--- config.mk ---
export PLATFORM = sky130hd
export DESIGN_NAME = tdes_sequencer
export DESIGN_NICKNAME = d
export VERILOG_FILES = /design/src/rtl/tdes_pkg.sv /design/src/rtl/tdes_pass_select.sv /design/src/rtl/tdes_sequencer.sv
export SDC_FILE = /design/constraint.sdc
export NUM_CORES = 1
export LEC_CHECK = 0
export ABC_CLOCK_PERIOD_IN_PS = 23700
export CAP_MARGIN = 20
export CORE_AREA = 2 2 204 206
export CTS_BUF_LIST = sky130_fd_sc_hd__clkbuf_2 sky130_fd_sc_hd__clkbuf_4 sky130_fd_sc_hd__clkbuf_8
export DETAILED_ROUTE_END_ITERATION = 10
export DIE_AREA = 0 0 206 208
export DONT_BUFFER_PORTS = 1
export PLACE_DENSITY = 0.48
export SLEW_MARGIN = 25
export SYNTH_ARGS = -nofsm -noshare
export SYNTH_HDL_FRONTEND = slang
export SYNTH_SLANG_ARGS = --single-unit
export TNS_END_PERCENT = 30
--- constraint.sdc ---
create_clock -name clk -period 23.7 [get_ports clk]
set_input_delay 2.37 -clock clk [delete_from_list [all_inputs] [get_ports clk]]
set_output_delay 2.37 -clock clk [all_outputs]
set_load 0.02 [all_outputs]
--- src/rtl/tdes_pkg.sv ---
// tdes_pkg: shared FSM states, direction/pass constants and the TDES pass schedule
package tdes_pkg;
  typedef enum logic [2:0] {IDLE, LAUNCH, WAIT_DONE, RELEASE, RESP} state_t;
  localparam logic MODE_ENC = 1'b0;
  localparam logic MODE_DEC = 1'b1;
  localparam logic [1:0] PASS_LAST = 2'd2;
  typedef struct packed {
    logic [1:0] key_idx;
    logic       dir;
  } pass_cfg_t;
  // EDE: passes alternate direction starting from the request direction;
  // the middle pass always uses K2, the outer passes swap K1/K3 for decrypt.
  function automatic pass_cfg_t pass_cfg(input logic dec, input logic [1:0] pass);
    pass_cfg_t c;
    c.dir = dec ^ pass[0];
    c.key_idx = pass[0] ? 2'd2 : ((dec ^ pass[1]) ? 2'd3 : 2'd1);
    return c;
  endfunction
endpackage

--- src/rtl/tdes_pass_select.sv ---
// tdes_pass_select: maps (direction, pass) to the key and engine direction for that pass
// Ports: dec/pass select the schedule step; k1..k3 are the captured keys;
// key is the key for the pass; dir is 1 for a DES decrypt pass.
module tdes_pass_select
  import tdes_pkg::*;
(
  input  logic        dec,
  input  logic [1:0]  pass,
  input  logic [63:0] k1,
  input  logic [63:0] k2,
  input  logic [63:0] k3,
  output logic [63:0] key,
  output logic        dir
);
  pass_cfg_t c;
  assign c = pass_cfg(dec, pass);
  assign key = c.key_idx == 2'd1 ? k1 : c.key_idx == 2'd2 ? k2 : k3;
  assign dir = c.dir;
endmodule

--- src/rtl/tdes_sequencer.sv ---
// tdes_sequencer: runs one iterative DES engine three times per request (TDES EDE)
// Ports: req_* request handshake with keys/data/direction; resp_* response handshake;
// err sticky protocol error; core_* drive and observe the external single-DES engine.
module tdes_sequencer
  import tdes_pkg::*;
#(
  parameter bit TWO_KEY = 1'b0
) (
  input  logic        clk,
  input  logic        rst,
  input  logic        req_valid,
  output logic        req_ready,
  input  logic        req_decrypt,
  input  logic [63:0] req_key1,
  input  logic [63:0] req_key2,
  input  logic [63:0] req_key3,
  input  logic [63:0] req_data,
  output logic        resp_valid,
  input  logic        resp_ready,
  output logic [63:0] resp_data,
  output logic        err,
  output logic        core_start_encrypt,
  output logic        core_start_decrypt,
  output logic [63:0] core_key,
  output logic [63:0] core_text,
  input  logic        core_done_encrypt,
  input  logic        core_done_decrypt,
  input  logic [63:0] core_text_out
);
  state_t state, state_n;
  logic [63:0] k1_q, k2_q, k3_q, blk_q;
  logic dec_q, dir, exp_done, bad_done, drained;
  logic [1:0] pass_q;
  tdes_pass_select u_sel (
    .dec (dec_q),
    .pass(pass_q),
    .k1  (k1_q),
    .k2  (k2_q),
    .k3  (k3_q),
    .key (core_key),
    .dir (dir)
  );
  assign exp_done = dir ? core_done_decrypt : core_done_encrypt;
  assign bad_done = dir ? core_done_encrypt : core_done_decrypt;
  assign drained = !core_done_encrypt && !core_done_decrypt;
  assign req_ready = state == IDLE;
  assign resp_valid = state == RESP;
  assign resp_data = blk_q;
  assign core_text = blk_q;
  always_ff @(posedge clk or posedge rst)
    if (rst) state <= IDLE;
    else state <= state_n;
  always_comb begin
    state_n = state;
    case (state)
      IDLE:      state_n = req_valid ? LAUNCH : IDLE;
      LAUNCH:    state_n = WAIT_DONE;
      WAIT_DONE: state_n = (exp_done || bad_done) ? RELEASE : WAIT_DONE;
      RELEASE:   state_n = !drained ? RELEASE : pass_q == PASS_LAST ? RESP : LAUNCH;
      RESP:      state_n = resp_ready ? IDLE : RESP;
      default:   state_n = IDLE;
    endcase
  end
  always_ff @(posedge clk or posedge rst)
    if (rst) begin
      k1_q <= '0;
      k2_q <= '0;
      k3_q <= '0;
      blk_q <= '0;
      dec_q <= MODE_ENC;
      pass_q <= '0;
      err <= 1'b0;
      core_start_encrypt <= 1'b0;
      core_start_decrypt <= 1'b0;
    end else begin
      if (state == IDLE && req_valid) begin
        k1_q <= req_key1;
        k2_q <= req_key2;
        k3_q <= TWO_KEY ? req_key1 : req_key3;
        blk_q <= req_data;
        dec_q <= req_decrypt;
        pass_q <= '0;
      end
      if (state == LAUNCH) begin
        core_start_encrypt <= dir == MODE_ENC;
        core_start_decrypt <= dir == MODE_DEC;
      end
      // A wrong-direction done still closes the pass, leaving the block untouched.
      if (state == WAIT_DONE && (exp_done || bad_done)) begin
        core_start_encrypt <= 1'b0;
        core_start_decrypt <= 1'b0;
        if (exp_done) blk_q <= core_text_out;
        else err <= 1'b1;
      end
      if (state == RELEASE && drained && pass_q != PASS_LAST) pass_q <= pass_q + 2'd1;
    end
endmodule

## Word-level counts from Yosys, hierarchy flattened

Cells that the tools add are included.

| storage, ports and cells | value |
|---|---|
| register bits after elaboration | 265 |
| bits in latches | 0 |
| memory bits (writable) | 0 |
| bits in read-only memories | 0 |
| input port bits | 327 |
| output and inout port bits | 197 |
| logic and storage cells | 56 |
| memories kept | 0 |

| operators by class | value |
|---|---|
| $add $sub $neg | 1 |
| multipliers | 0 |
| divide/modulo/power cells | 0 |
| $lt $le $gt $ge | 0 |
| equal/unequal tests | 8 |
| shift-type cells | 0 |
| mux-type cells | 21 |
| bitwise gates (word level) | 4 |
| reductions and logical operators | 12 |

Operator list:

| operator | number |
|---|---|
| $mux 64 | 5 |
| $pmux 3 s5 | 1 |
| $mux 3 | 3 |
| $mux 1 | 8 |
| $mux 2 | 4 |
| $eq 3x2->1 const B | 2 |
| $logic_and 1x1->1 | 5 |
| $eq 2x2->1 const B | 2 |
| $reduce_bool 2->1 | 2 |
| $eq 3x1->1 const B | 1 |
| $eq 3x3->1 const B | 1 |
| $logic_not 3->1 | 1 |
| $add 2x1->2 const B | 1 |
| $eq 2x1->1 const B | 1 |
| $logic_not 1->1 | 2 |
| $ne 2x2->1 const B | 1 |
| $not 1->1 | 2 |
| $reduce_and 2->1 | 1 |
| $xor 1x1->1 | 2 |
| $logic_or 1x1->1 | 1 |

## Longest topological paths before layout

| depth | value |
|---|---|
| word-level depth | 6 |
| gate-level depth with buffers | 7 |
| mapped depth without buffers | 4 |

## Cells and area by module

Synthesis repeated with hierarchy kept, for this count alone.

| unflattened totals | value |
|---|---|
| cell total of the unflattened synthesis | 940 |
| area total of the unflattened synthesis | 13366.6 sq um |

By module, submodules not included:

| module | instances | cells an instance | area each (sq um) | sequential area each (sq um) |
|---|---|---|---|---|
| tdes_sequencer | 1 | 726 | 11976.5 | 6631.4 |
| tdes_pass_select | 1 | 214 | 1390.1 | 0.0 |

## Worst setup path after synthesis

Ideal clock, no wire load.

| timing path | value |
|---|---|
| path type | reg2out |
| from | reg pass_q[0] |
| to | out core_key[46] |
| data arrival time | 1705 ps |
| data required time | 21330 ps |
| slack | 19625 ps |
| stages on the path, launching flop included | 6 |
| path buffers | 3 |
| cells stage by stage | dfrtp_1 > buf_2 > buf_2 > buf_1 > mux2_2 > mux2_2 |

| on the way | value |
|---|---|
| word-level cells in the longest chain between the ends | 4 |
| elaborated cells on any way between the ends | 5 |
| those cells by class | eq/ne (2); mux (3) |

Ends and longest elaborated chain:

| element | line | text |
|---|---|---|
| start: declaration | tdes_sequencer.sv:33 | `logic [1:0] pass_q;` |
| start signal: assignment | tdes_sequencer.sv:95 | `if (state == RELEASE && drained && pass_q != PASS_LAST) pass_q <= pass_q + 2'd1;` |
| $mux 2 * | tdes_pkg.sv:16 | `c.key_idx = pass[0] ? 2'd2 : ((dec ^ pass[1]) ? 2'd3 : 2'd1);` |
| $eq 2x2->1 | tdes_pass_select.sv:17 | `assign key = c.key_idx == 2'd1 ? k1 : c.key_idx == 2'd2 ? k2 : k3;` |
| $mux 64 | tdes_pass_select.sv:17 |  |
| $mux 64 * | tdes_pass_select.sv:17 |  |
| end: declaration | tdes_sequencer.sv:24 | `output logic [63:0] core_key,` |

Every way passes the cells marked *; elsewhere a longest branch is shown, timed or not.

## Worst setup path after layout

| timing path | value |
|---|---|
| from | reg dec_q |
| to | out core_key[7] |

| on the way | value |
|---|---|
| word-level cells in the longest chain between the ends | 6 |
| elaborated cells on any way between the ends | 7 |
| those cells by class | eq/ne (2); mux (4); bitwise (1) |

Ends and longest elaborated chain:

| element | line | text |
|---|---|---|
| start: declaration | tdes_sequencer.sv:32 | `logic dec_q, dir, exp_done, bad_done, drained;` |
| start signal: assignment | tdes_sequencer.sv:81 | `dec_q <= req_decrypt;` |
| $xor 1x1->1 * | tdes_pkg.sv:16 |  |
| $mux 2 * (2 in series) | tdes_pkg.sv:16 |  |
| $eq 2x2->1 | tdes_pass_select.sv:17 |  |
| $mux 64 | tdes_pass_select.sv:17 |  |
| $mux 64 * | tdes_pass_select.sv:17 |  |

Marks and branches as above.

==> report_table.html <==
<table>
<tr><th>Metric</th><th>Value</th></tr>
<tr><th colspan="2">Outcome</th></tr>
<tr><td>Outcome</td><td>finished, final reports clean</td></tr>
<tr><th colspan="2">Cells and area</th></tr>
<tr><td>Filler cell count in the final layout</td><td>4,103</td></tr>
<tr><td>Most frequent standard cell in the layout excluding fill and tap cells</td><td>sky130_fd_sc_hd__nand2_1</td></tr>
<tr><td>Post-route standard cell area excluding fillers</td><td>14,200 um^2</td></tr>
<tr><td>Synthesis-to-finish area growth</td><td>5.64%</td></tr>
<tr><td>Final design utilization</td><td>35.0%</td></tr>
<tr><td>Commonest cells after routing, fill and taps aside</td><td>sky130_fd_sc_hd__nand2_1, sky130_fd_sc_hd__dfrtp_1, sky130_fd_sc_hd__mux2_2, sky130_fd_sc_hd__mux2_4, sky130_fd_sc_hd__clkbuf_8</td></tr>
<tr><td>Sequential cell area</td><td>6640 um^2</td></tr>
<tr><td>Share of layout cells above drive strength 1</td><td>28.7%</td></tr>
<tr><td>Footprint of the multi-input gates</td><td>5870 um^2</td></tr>
<tr><td>Count of nets after finishing</td><td>1,529</td></tr>
<tr><th colspan="2">Worst hold path</th></tr>
<tr><td>Type of the most critical hold path</td><td>reg2reg</td></tr>
<tr><td>Capture endpoint of the worst hold path</td><td>k1_q[40]$_DFFE_PP0N_</td></tr>
<tr><td>Worst Hold Path Cells</td><td>2</td></tr>
<tr><td>Origin of the worst min-delay path</td><td>k1_q[40]$_DFFE_PP0N_</td></tr>
<tr><th colspan="2">Die</th></tr>
<tr><td>I/O pin total</td><td>524</td></tr>
<tr><td>Standard cell core area</td><td>40,600 um^2</td></tr>
<tr><td>Floorplan die width</td><td>206 um</td></tr>
<tr><td>Starting density of the core</td><td>33.2%</td></tr>
<tr><td>DIE AREA</td><td>about 43,000 um^2</td></tr>
<tr><td>Die height</td><td>208 um</td></tr>
<tr><td>Placement Rows</td><td>74</td></tr>
<tr><th colspan="2">Route</th></tr>
<tr><td>Met1 wire length</td><td>14,700 um</td></tr>
<tr><td>Number of remaining DRC errors</td><td>0</td></tr>
<tr><td>Detailed route wirelength on metal2</td><td>19,000 um</td></tr>
<tr><td>Antenna viol nets, final</td><td>0</td></tr>
<tr><td>Via count</td><td>8,368</td></tr>
<tr><td>Vias per std cell</td><td>roughly 4.7</td></tr>
<tr><td>Number of design-rule violations left by the first detailed-router iteration</td><td>436</td></tr>
<tr><td>Highest routing layer actually used</td><td>met5</td></tr>
<tr><td>Detailed route wirelength on metal3</td><td>4060 um</td></tr>
<tr><td>Routed length per instance</td><td>22.0 um</td></tr>
<tr><td>Number of detailed-routing iterations run before antenna repair</td><td>4</td></tr>
<tr><td>Aggregate routed wire length</td><td>38,700 um</td></tr>
<tr><th colspan="2">Synth</th></tr>
<tr><td>Syn nets</td><td>1,608</td></tr>
<tr><td>Avg Synthesized Cell Area</td><td>10.5 um^2</td></tr>
<tr><td>Sequential fraction of the synthesis area</td><td>between 40% and 50%</td></tr>
<tr><td>Post-synthesis async set-or-reset flop share</td><td>100%</td></tr>
<tr><td>Count of flip-flops with a built-in enable after synthesis</td><td>0</td></tr>
<tr><td>Seq cells post-synth</td><td>around 270</td></tr>
<tr><td>Dominant register cell in the synthesized netlist</td><td>sky130_fd_sc_hd__dfrtp_1</td></tr>
<tr><td>Gate count after technology mapping</td><td>1,280</td></tr>
<tr><td>Mapped cell area</td><td>13,400 um^2</td></tr>
<tr><td>Yosys cell types</td><td>34</td></tr>
<tr><td>Yosys warns</td><td>0</td></tr>
<tr><th colspan="2">CTS</th></tr>
<tr><td>Worst-Skew Late Latency</td><td>610 ps</td></tr>
<tr><td>Post-CTS setup buffers</td><td>0</td></tr>
<tr><td>Post-CTS Hold Buffers</td><td>0</td></tr>
<tr><td>TritonCTS sink count</td><td>approximately 270</td></tr>
<tr><td>TritonCTS clock tree</td><td>built</td></tr>
<tr><td>Number of gates given a new drive strength after cts</td><td>0</td></tr>
<tr><td>Clk slew on worst S/H paths</td><td>60 ps</td></tr>
<tr><td>Depth of the CTS H-tree</td><td>2</td></tr>
<tr><td>Num CTS Buffers</td><td>47</td></tr>
<tr><td>Root buf cell</td><td>sky130_fd_sc_hd__clkbuf_8</td></tr>
<tr><td>Number of buffers on the longest clock path</td><td>3</td></tr>
<tr><th colspan="2">Global route</th></tr>
<tr><td>Pin count of the biggest net entering global routing</td><td>210</td></tr>
<tr><td>Number of antenna violations at the first check in global routing</td><td>3</td></tr>
<tr><td>Total routing usage reported by global routing</td><td>17.4%</td></tr>
<tr><td>Via count of the first global-routing pass</td><td>roughly 9,100</td></tr>
<tr><td>Wire length of the first global-routing pass</td><td>56,400 um</td></tr>
<tr><td>Leftover overflow at the end of global routing</td><td>0</td></tr>
<tr><th colspan="2">Power</th></tr>
<tr><td>Peak supply drop</td><td>0.0645 mV</td></tr>
<tr><td>Cell Pwr Density</td><td>between 150 and 200 nW/um^2</td></tr>
<tr><td>Leakage</td><td>0.00736 uW</td></tr>
<tr><th colspan="2">Setup path</th></tr>
<tr><td>Reg2reg setup slack</td><td>20,590 ps</td></tr>
<tr><td>Startpoint types</td><td>register</td></tr>
<tr><td>Crit path buf inv count</td><td>1</td></tr>
<tr><td>Biggest fanout along the worst timing path</td><td>39</td></tr>
<tr><td>Startpoint of the worst-slack reg-to-reg timing path</td><td>pass_q[0]$_DFFE_PP0P_</td></tr>
<tr><td>Depth of the worst register-to-register path</td><td>6</td></tr>
<tr><td>Data arrival, critical path</td><td>3080 ps</td></tr>
<tr><td>Top Family by Delay on Critical Path</td><td>simple AND/OR/NAND/NOR gates</td></tr>
<tr><td>Crit-path max cell delay</td><td>690 ps</td></tr>
<tr><td>Critical-path cell list</td><td>xor2_1 &gt; nor2_4 &gt; buf_4 &gt; mux2_2</td></tr>
<tr><td>Critical path endpoint category</td><td>output pin</td></tr>
<tr><td>Library cell contributing the largest single delay on the critical path</td><td>sky130_fd_sc_hd__nor2_4</td></tr>
<tr><td>Required time worst endpoint</td><td>21,330 ps</td></tr>
<tr><td>Category of the critical setup timing path</td><td>reg2out</td></tr>
<tr><td>Reg-to-reg critical path endpoint</td><td>core_text[60]$_DFF_PP0_</td></tr>
<tr><th colspan="2">STA</th></tr>
<tr><td>Setup TNS</td><td>0 ps</td></tr>
<tr><td>Final setup violating endpoints</td><td>0</td></tr>
<tr><td>Worst slew margin relative to its limit</td><td>30.5%</td></tr>
<tr><td>Achievable clock frequency</td><td>0.183 GHz</td></tr>
<tr><td>Max Transition Viols Final</td><td>0</td></tr>
<tr><td>Number of hold violations in the final report</td><td>0</td></tr>
<tr><td>Setup clock skew after layout</td><td>21.8 ps</td></tr>
<tr><td>Final worst path period need</td><td>between 5000 and 6000 ps</td></tr>
<tr><td>Post-route clock period utilization</td><td>23.0%</td></tr>
<tr><td>Unrepaired setup endpoints after global routing</td><td>false</td></tr>
<tr><td>Transition time of the tightest slew-check pin</td><td>1040 ps</td></tr>
<tr><th colspan="2">Placed design</th></tr>
<tr><td>Routability congestion estimate</td><td>about 0.86</td></tr>
<tr><td>Placed wire-length estimate</td><td>27,100 um</td></tr>
<tr><td>Area post-placement</td><td>13,300 um^2</td></tr>
<tr><td>Total of buffers placed on input and output ports</td><td>0</td></tr>
<tr><th colspan="2">Run</th></tr>
<tr><td>Number of maximum-capacitance violations</td><td>0</td></tr>
</table>
==> tightest hold or removal path, delay by kind of cell (launching register included) <==
kind	cells	cell delay (ps)
flops	1	330
simple gates	2	100
==> through the flow <==
step,hold WS [ps],power (uW),setup slack [ps],cells
5_1_grt,491,2510,18090,1762
2_1_floorplan,440,1820,14030,1280
4_1_cts,472,2400,18150,1760
3_3_place_gp,452,1950,18870,1684
3_5_place_dp,456,1950,18840,1684
6_report,467,2360,18250,1762
==> cell families (layout without fill, tap and decap cells) <==
kind of cell | after synthesis | after routing | share of synthesized area [%]
buffers and inverters | 141 | 89 | 7.22
XOR/XNOR | 3 | 3 | 0.251
AO/OA/AOI/OAI | 9 | 9 | 0.493
flip-flops | 265 | 265 | 49.3
other | 0 | 2 | 0
adder cells (fa/ha/maj) | 1 | 1 | 0.0930
AND/OR/NAND/NOR | 601 | 601 | 17.2
multiplexers | 260 | 260 | 25.4
==> cell type report <==
class | count | share of cell area [%]
clock buffer | 70 | 5.99
sequential | 265 | 46.7
inverter | 4 | 0.159
antenna | 2 | 0.0352
multi-input combinational | 874 | 41.3
tap | 532 | 4.69
timing repair buffer | 9 | 0.643
clock inverter | 6 | 0.493
==> report_power, final <==
group	switching (uW)	internal, uW	leakage [uW]
Clock	191	239	0.000491
Sequential	340	663	0.00326
Combinational	472	456	0.00361
==> metal layers <==
| metal | GRT usage, % | vias to the layer above |
|---|---|---|
| met3 | 7.28 | 64 |
| li1 | - | 3886 |
| met4 | 5.84 | 2 |
| met5 | 0.230 | - |
| met1 | 19.3 | 4053 |
| met2 | 29.8 | 363 |
==> registers in the layout, indices dropped and copies added, names as in the netlist <==
register,count
k3_q,64
core_text,64
state,3
core_start_encrypt,1
pass_q,2
err,1
core_start_decrypt,1
k1_q,64
k2_q,64
dec_q,1
==> worst max path at each step <==
stage	endpoint	cells past startpoint	startpoint	slack (ps)
finish	core_key[7]	4	dec_q$_DFFE_PP0N_	18250
floorplan	core_start_decrypt$_DFFE_PP0P_	1	rst	14030
detailed placement	core_text[17]$_DFF_PP0_	4	req_valid	18840
global route	core_key[7]	4	dec_q$_DFFE_PP0N_	18090
CTS	core_key[7]	4	dec_q$_DFFE_PP0N_	18150
global placement	core_text[6]$_DFF_PP0_	4	req_valid	18870
==> synth_stat cells, types with 2 or more instances <==
| cell type | number | area share [%] |
|---|---|---|
| sky130_fd_sc_hd__nand2_1 | 582 | 16 |
| sky130_fd_sc_hd__nand2b_1 | 3 | 0.14 |
| sky130_fd_sc_hd__xor2_1 | 2 | 0.13 |
| sky130_fd_sc_hd__buf_1 | 2 | 0.056 |
| sky130_fd_sc_hd__mux2_4 | 128 | 14 |
| sky130_fd_sc_hd__nor2b_1 | 3 | 0.14 |
| sky130_fd_sc_hd__a22oi_1 | 2 | 0.11 |
| sky130_fd_sc_hd__clkbuf_1 | 21 | 0.59 |
| sky130_fd_sc_hd__dfrtp_1 | 265 | 49 |
| sky130_fd_sc_hd__nor3_1 | 2 | 0.074 |
| sky130_fd_sc_hd__buf_2 | 35 | 1.3 |
| sky130_fd_sc_hd__inv_1 | 4 | 0.11 |
| sky130_fd_sc_hd__or2_2 | 2 | 0.093 |
| sky130_fd_sc_hd__o22a_1 | 2 | 0.13 |
| sky130_fd_sc_hd__nor2_1 | 3 | 0.084 |
| sky130_fd_sc_hd__buf_12 | 6 | 0.89 |
| sky130_fd_sc_hd__mux2i_1 | 3 | 0.22 |
| sky130_fd_sc_hd__buf_4 | 66 | 3.7 |
| sky130_fd_sc_hd__buf_6 | 7 | 0.59 |
| sky130_fd_sc_hd__mux2_2 | 128 | 11 |
No activity file was read; power rests on OpenSTA's default activity.
